File: src/rtl/ram_scanout_reader.sv
// Streams a width x height frame out of a synchronous RAM as a pixel stream.
// A 4-entry FIFO with credit-based issue absorbs the one-cycle RAM latency under backpressure.
module ram_scanout_reader #(
  parameter int addrSize = 7,
  parameter int depth    = 8,
  parameter int width    = 16,
  parameter int height   = 8
) (
  input  logic                clk,
  input  logic                reset,
  input  logic                start,
  output logic                busy,
  output logic                done,
  output logic                ram_enable,
  output logic [addrSize-1:0] ram_addr_read,
  input  logic [depth-1:0]    ram_data,
  output logic [depth-1:0]    pix_data,
  output logic                pix_valid,
  input  logic                pix_ready,
  output logic                pix_sof,
  output logic                pix_eol,
  output logic                pix_eof
);
  localparam int CW = (width > 1) ? $clog2(width) : 1;
  localparam int RW = (height > 1) ? $clog2(height) : 1;
  localparam int EW = depth + 3;
  localparam logic [addrSize-1:0] ADDR_LAST = addrSize'(width * height - 1);
  localparam logic [CW-1:0]       COL_LAST  = CW'(width - 1);
  localparam logic [RW-1:0]       ROW_LAST  = RW'(height - 1);

  typedef enum logic [1:0] {IDLE, RUN, FLUSH} state_t;

  state_t              state_q;
  logic [addrSize-1:0] addr_q;
  logic [CW-1:0]       col_q;
  logic [RW-1:0]       row_q;
  logic [1:0]          inflight_q, inflight_d;
  logic [2:0]          tag_q;
  logic [EW-1:0]       mem_q [4];
  logic [1:0]          wr_q, rd_q;
  logic [2:0]          cnt_q, cnt_d;
  logic [3:0]          occ;
  logic                issue, push, pop, flush_done;
  logic [EW-1:0]       head;

  // A read is only issued when it is sure to find a FIFO slot, counting the one in flight.
  always_comb begin
    occ        = {1'b0, cnt_q} + {2'b00, inflight_q};
    issue      = (state_q == RUN) && (occ < 4'd4);
    push       = (inflight_q != 2'd0);
    pop        = pix_valid && pix_ready;
    flush_done = (state_q == FLUSH) && (cnt_q == 3'd0) && (inflight_q == 2'd0);
    cnt_d      = cnt_q;
    if (push && !pop)      cnt_d = cnt_q + 3'd1;
    else if (!push && pop) cnt_d = cnt_q - 3'd1;
    inflight_d = inflight_q;
    if (issue && !push)      inflight_d = inflight_q + 2'd1;
    else if (!issue && push) inflight_d = inflight_q - 2'd1;
  end

  always_ff @(posedge clk) begin
    if (!reset) begin
      state_q    <= IDLE;
      addr_q     <= '0;
      col_q      <= '0;
      row_q      <= '0;
      inflight_q <= 2'd0;
      tag_q      <= 3'b000;
      wr_q       <= 2'd0;
      rd_q       <= 2'd0;
      cnt_q      <= 3'd0;
      for (int i = 0; i < 4; i++) mem_q[i] <= '0;
    end else begin
      case (state_q)
        IDLE: if (start) begin
          state_q <= RUN;
          addr_q  <= '0;
          col_q   <= '0;
          row_q   <= '0;
        end
        RUN: if (issue) begin
          tag_q <= {addr_q == ADDR_LAST, col_q == COL_LAST, addr_q == '0};
          if (col_q == COL_LAST) begin
            col_q <= '0;
            row_q <= (row_q == ROW_LAST) ? '0 : row_q + RW'(1);
          end else begin
            col_q <= col_q + CW'(1);
          end
          // Wrap to 0 after the last pixel so the address never leaves the frame.
          if (addr_q == ADDR_LAST) begin
            addr_q  <= '0;
            state_q <= FLUSH;
          end else begin
            addr_q <= addr_q + addrSize'(1);
          end
        end
        FLUSH: if (flush_done) state_q <= IDLE;
        default: state_q <= IDLE;
      endcase
      if (push) begin
        mem_q[wr_q] <= {tag_q, ram_data};
        wr_q        <= wr_q + 2'd1;
      end
      if (pop) rd_q <= rd_q + 2'd1;
      cnt_q      <= cnt_d;
      inflight_q <= inflight_d;
    end
  end

  assign head          = mem_q[rd_q];
  assign pix_valid     = (cnt_q != 3'd0);
  assign pix_data      = head[depth-1:0];
  assign pix_sof       = pix_valid & head[depth];
  assign pix_eol       = pix_valid & head[depth+1];
  assign pix_eof       = pix_valid & head[depth+2];
  assign busy          = (state_q != IDLE);
  assign done          = flush_done;
  assign ram_enable    = reset;
  assign ram_addr_read = addr_q;
endmodule
File: config.mk
export PLATFORM = sky130hd
export DESIGN_NAME = ram_scanout_reader
export DESIGN_NICKNAME = d
export VERILOG_FILES = /design/src/rtl/ram_scanout_reader.sv
export SDC_FILE = /design/constraint.sdc
export NUM_CORES = 1
export LEC_CHECK = 0
export BUFFER_PORTS_ARGS = -buffer_cell sky130_fd_sc_hd__buf_2
export CAP_MARGIN = 15
export CORE_MARGIN = 2
export CORE_UTILIZATION = 45
export DETAILED_ROUTE_END_ITERATION = 16
export MAX_ROUTING_LAYER = met4
export PLACE_DENSITY = 0.66
export SETUP_SLACK_MARGIN = 0.02
export SKIP_LAST_GASP = 1
export SYNTH_ARGS = -nofsm -noshare
export SYNTH_HDL_FRONTEND = slang
export SYNTH_SLANG_ARGS = --single-unit
File: constraint.sdc
create_clock -name clk -period 2.2 [get_ports clk]
set_input_delay 0 -clock clk [delete_from_list [all_inputs] [get_ports clk]]
set_output_delay 0 -clock clk [all_outputs]
set_load 0.01 [all_outputs]
# Yosys cells after proc, flatten, opt, wreduce, memory -nomap -nowiden
# Memories as Yosys holds them, arrays and structs flattened. A register that Yosys moved wholly into a read port is not among the register bits.
# Cells that the tools add are included.
word_totals:
  ff_bits: 25
  ramBits: 44
  in_bits: 12
  out_inout_bits: 22
  wordCells: 81
  mem_count: 1
op_classes:
  addsub: 9
  order_cmp: 1
  eq_ne: 8
  n_mux: 26
  n_bitwise: 3
  reduce_logical: 25
mem_list:
  columns: ["name", "words", "word_bits", "rd", "rd_ports_with_merged_regs", "wr", "line_no", "source"]
  rows:
  - ["mem_q", 4, 11, 1, 1, 4, "39", "logic [EW-1:0] mem_q [4];"]
ops:
  columns: ["op", "count"]
  rows:
  - ["2-to-1 mux 7 bit", 3]
  - ["2-to-1 mux 2 bit", 9]
  - ["case mux 7 bit (2 select lines)", 1]
  - ["2-to-1 mux 4 bit", 3]
  - ["2-to-1 mux 11 bit", 1]
  - ["OR reduction 11 bit", 1]
  - ["nonzero test 2 bit", 5]
  - ["logical AND 1 bit", 8]
  - ["case mux 4 bit (2 select lines)", 1]
  - ["adder 7 x 1 -> 7 bit (second input constant)", 1]
  - ["equality test 7 bit (second input constant)", 1]
  - ["zero test 7 bit", 1]
  - ["adder 2 x 1 -> 2 bit (second input constant)", 3]
  - ["2-to-1 mux 3 bit", 2]
  - ["inequality test 2 bit (second input constant)", 3]
  - ["case mux 2 bit (3 select lines)", 1]
  - ["2-to-1 mux 1 bit", 5]
  - ["adder 3 x 2 -> 4 bit", 1]
  - ["adder 4 x 1 -> 4 bit (second input constant)", 1]
  - ["equality test 4 bit (second input constant)", 1]
  - ["zero test 2 bit", 2]
  - ["< comparator 4 x 3 -> 1 bit (second input constant)", 1]
  - ["AND reduction 4 bit", 1]
  - ["adder 3 x 1 -> 3 bit (second input constant)", 1]
  - ["other kinds (11)", 15]

# Logic depth before layout (Yosys ltp)
depth:
  word_depth: 7
  mapped_depth: 9
  mapped_depth_nobuf: 8

# Least setup slack after synthesis
# OpenSTA, ideal clock, no wires.
synth_path:
  path_type: "reg2reg"
  startpoint: "register cnt_q[0]"
  endpoint: "register cnt_q[2]"
  setup_ns: 0.076
  t_arrival_ns: 2.213
  required_time_ns: 2.124
  slack_ns: -0.089
  path_stages_with_launch: 10
  path_buffers: 1
  synth_period_minus_slack_ns: 2.289
  cell_sequence: "dfxtp_1 -> or3_1 -> clkbuf_1 -> nand2_1 -> ha_1 -> inv_1 -> fa_1 -> xor2_1 -> or3_1 -> a21boi_0"
synth_between:
  elab_chain_len: 5
  word_cells_on_any_way: 10
  classes_between: "add/sub: 2; mux: 2; reduce/logical: 6"
synth_lines:
  columns: ["element", "line_no", "source"]
  rows:
  - ["from (decl)", "41", "logic [2:0] cnt_q, cnt_d;"]
  - ["from (signal assigned)", "105", "cnt_q <= cnt_d;"]
  - ["nonzero test 3 bit *", "111", "assign pix_valid = (cnt_q != 3'd0);"]
  - ["named net pix_valid", "18", "output logic pix_valid,"]
  - ["logical AND 1 bit *", "51", "pop = pix_valid && pix_ready;"]
  - ["zero test 1 bit", "54", "if (push && !pop) cnt_d = cnt_q + 3'd1;"]
  - ["logical AND 1 bit", "54", null]
  - ["2-to-1 mux 3 bit / nonzero test 2 bit (equally long branches)", null, null]
# Mark *: on every way through the listed nets, which the timed path passes. The rest lies on a longest branch. The select of a mux whose other input is x is not followed.
# A chain may end at the register's enable or synchronous reset.

# Final worst setup path
layout_path:
  startpoint: "register cnt_q[1]"
  endpoint: "register cnt_q[2]"
layout_between:
  elab_chain_len: 5
  word_cells_on_any_way: 10
  classes_between: "add/sub: 2; mux: 2; reduce/logical: 6"
layout_lines:
  columns: ["element"]
  rows:
  - ["parallel branches: the longest is 5 deep, another holds subtractor 3 x 1 -> 3 bit"]
# Parallel ways; which one is timed is not known. The select of a mux whose other input is x is not followed.

==> out/results.ini <==
[sta]
fmax_mhz = 483
finalSetupTns_ns = 0
finalCritPeriodShare_pct = 94.1
layout_setup_ws_ns = 0.130
period_needed_ns = 2.07
finClkSkew_ns = 0.00716
finalHoldViolations = 0
tightest_slew_ns = 0.594
drv_slew = 0
finalSetupViolCount = 0
slew_headroom_pct = 60.4
rsz0062_at_grt = no

[clock_network]
clockRootBuffer = clkbuf_8
cts_tree = built
cts.sinks = 71
htreeDepth = 3
insertion_delay_ns = 0.34
clock_path_buffers = 2
cts.clk_slew.worst_paths_ns = 0.07
numCtsBuffers = 9

[logic_synthesis]
async_flop_share_pct = 0
ys.flop_type = edfxtp_1
synth.largest_area_cell = edfxtp_1
syn_area_per_cell_um2 = 12.3
synth_area_um2 = 3300
yosys.area.top_type_share_pct = 40.1
synth_warnings = 0
synth_seq_cells = 71
syn_inst = 269
yosysMostFrequentCell = and2_1
ys_top_cells_by_area = edfxtp_1 (40%), dfxtp_1 (16%), and2_1 (10%), mux4_2 (7.5%), a21boi_0 (2.3%)
synth_edf_count = 44
synth.top_cells.by_count = and2_1 (53), edfxtp_1 (44), dfxtp_1 (27)
synth.distinct_cells = 44
syn_nets = 288
ys_seq_area_share_pct = 56.5

[final_layout]
syn_to_final_growth_pct = 21.1
n_fill_cell = 613
postLayoutCellArea_um2 = 3990
nNetsFinal = 347
multiInputGateArea_um2 = 1360
seq_area_um2 = 1860
num_antenna_cells = 0
drive_gt1_share_pct = 26.2

[route]
drc_errors = 0
drt-wirelength-per-cell_um = 14.5
ant_nets = 0
drt_iter0_drc = 92
vias_per_cell = 5.09
dr.pass1.iters = 4
drt_wl_total_mm = 6.27
vias = 2194

[power]
power_frac_clock_pct = 27.0
power.share.sequential_pct = 42.9
switching_share_pct = 29.0
vdd_drop_max_mv = 0.395
comb_power_share_pct = 30.1
total_power_mw = 4.12
power.internal_mw = 2.93
powerDensity_nw_per_um2 = 1030
p_switching_mw = 1.20
p_leak_nw = 1.56

[floorplan]
die-height_um = 89.6
die_area_um2 = 8020
die_x_um = 89.6
start_util_pct = 45.9
row_count = 31
io-pin-count = 34
core_area_um2 = 7180

[critical_path]
worstPathMaxFanout = 4
worstSetupPathType = reg2reg
worstPathArrival_ns = 2.34
crit_path_top_delay_cell = fa_1
max_stage_delay_ns = 0.38
cp-end-kind = flip-flop
required_ns = 2.47
path_cells = or3_4 > nand2_2 > ha_4 > inv_1 > fa_1 > xor2_1 > or3_1 > a21boi_1
start_kind = flip-flop

[place]
dpl_cell_area_um2 = 3680
portBuffers = 33
dpl_worst_slack_ns = 0.0771
hpwl_mm = 4.16
gp_congestion = 0.761

[global_route]
gr-total-overflow = 0
grtUsageMet1_pct = 20.0
antenna_found_initial = 0
met2_usage_pct = 30.1
use_met3_pct = 3.11
top_usage_layer = met2
grt_usage_pct = 17.7
grt_max_degree = 30
grt_pass1_vias = 2127
grt_pass1_wl_mm = 10.2

[min_path]
hold_path_class = in2reg

[run]
cap_violations = 0

[status]
outcome = finished clean

[cell usage in the layout, fill, tap and decap left out, types with 4 or more instances in the layout]
cell	count
nor2_1	8
edfxtp_1	44
buf_2	33
clkbuf_8	9
and2_1	53
or3_1	6
xnor2_1	6
o21ai_0	11
mux4_2	11
nor3_1	6
ha_1	5
nand3_1	7
dfxtp_1	25
a21boi_0	9
dlygate4sd3_1	9
nand2b_1	4
buf_4	20
and3_1	4
nand2_1	10
inv_1	7
nor2b_1	5
[registers in the layout, summed over array words and instances, names as in the netlist, named ones only]
signal and flops:
cnt_q 3, col_q 4, inflight_q 2, mem_q 44
ram_addr_read 7, rd_q 2, state_q 2, tag_q 3
wr_q 2
[power groups by stage]
stage | clock [mW] | sequential [mW] | combinational (mW)
CTS | 1.14 | 1.77 | 1.23
floorplan | 0 | 1.76 | 0.851
global route | 1.21 | 1.80 | 1.39
detailed placement | 0 | 1.80 | 1.20
global placement | 0 | 1.79 | 1.18
finish | 1.11 | 1.77 | 1.24
[stage by stage]
| stage | hold slack [ns] | util [%] | instances |
|---|---|---|---|
| floorplan | 0.0918 | - | 269 |
| global placement | 0.290 | 51.2 | 407 |
| detailed placement | 0.298 | 51.2 | 407 |
| CTS | 0.0969 | 55.4 | 431 |
| global route | 0.146 | 55.6 | 431 |
| finish | 0.123 | 55.6 | 431 |
[per-layer routing]
metal / vias to the layer above / routed length (µm)
met5: - / 0
met4: 0 / 148
met3: 13 / 189
met2: 48 / 3290
met1: 1046 / 2640
li1: 1087 / -
[worst max-delay path: cells and delay by family, from the launching register on]
| kind | cells | cell delay (ns) |
|---|---|---|
| AND/OR/NAND/NOR | 3 | 0.79 |
| adder cells (fa/ha/maj) | 2 | 0.53 |
| flip-flops | 1 | 0.35 |
| XOR/XNOR | 1 | 0.16 |
| AO/OA/AOI/OAI | 1 | 0.13 |
| buffers and inverters | 1 | 0.05 |
[repair_timing]
action	4_1_cts	5_1_grt
hold buffers	9	0
endpoints found under the setup margin	0	2
gates resized for setup	0	3
endpoints found under the hold margin	33	0
setup buffers	0	0
[cell type report]
| type | count | area share, % |
|---|---|---|
| clock buffers | 9 | 3.10 |
| clock inverters | 6 | 2.13 |
| inverters | 7 | 0.658 |
| multi-input cells | 177 | 34.1 |
| flip-flops and latches | 71 | 46.7 |
| well taps | 99 | 3.10 |
| repair buffers | 62 | 10.2 |
[worst paths after layout]
kind | start | endpoint | slack [ns] | depth (start not counted)
worst max-delay path | cnt_q[1]$_SDFFE_PN0P_ | cnt_q[2]$_SDFFE_PN0P_ | 0.13 | 8
worst min-delay path | pix_ready | flip-flop | 0.12 | 4
worst max register to register | cnt_q[1]$_SDFFE_PN0P_ | cnt_q[2]$_SDFFE_PN0P_ | 0.13 | 8
worst min register to register | col_q[1]$_SDFFE_PN0P_ | col_q[1]$_SDFFE_PN0P_ | 0.49 | 2
[cells by family after synthesis]
kind of cell    Yosys count  share of synthesized area [%]
compound gates           36                           7.86
xor+xnor                  8                           2.13
fa+ha+maj                 7                           2.89
buf+inv                  21                           2.77
flops                    71                           56.5
mux                      12                           7.82
simple gates            114                           20.0
(Power assumes the default switching activity.)
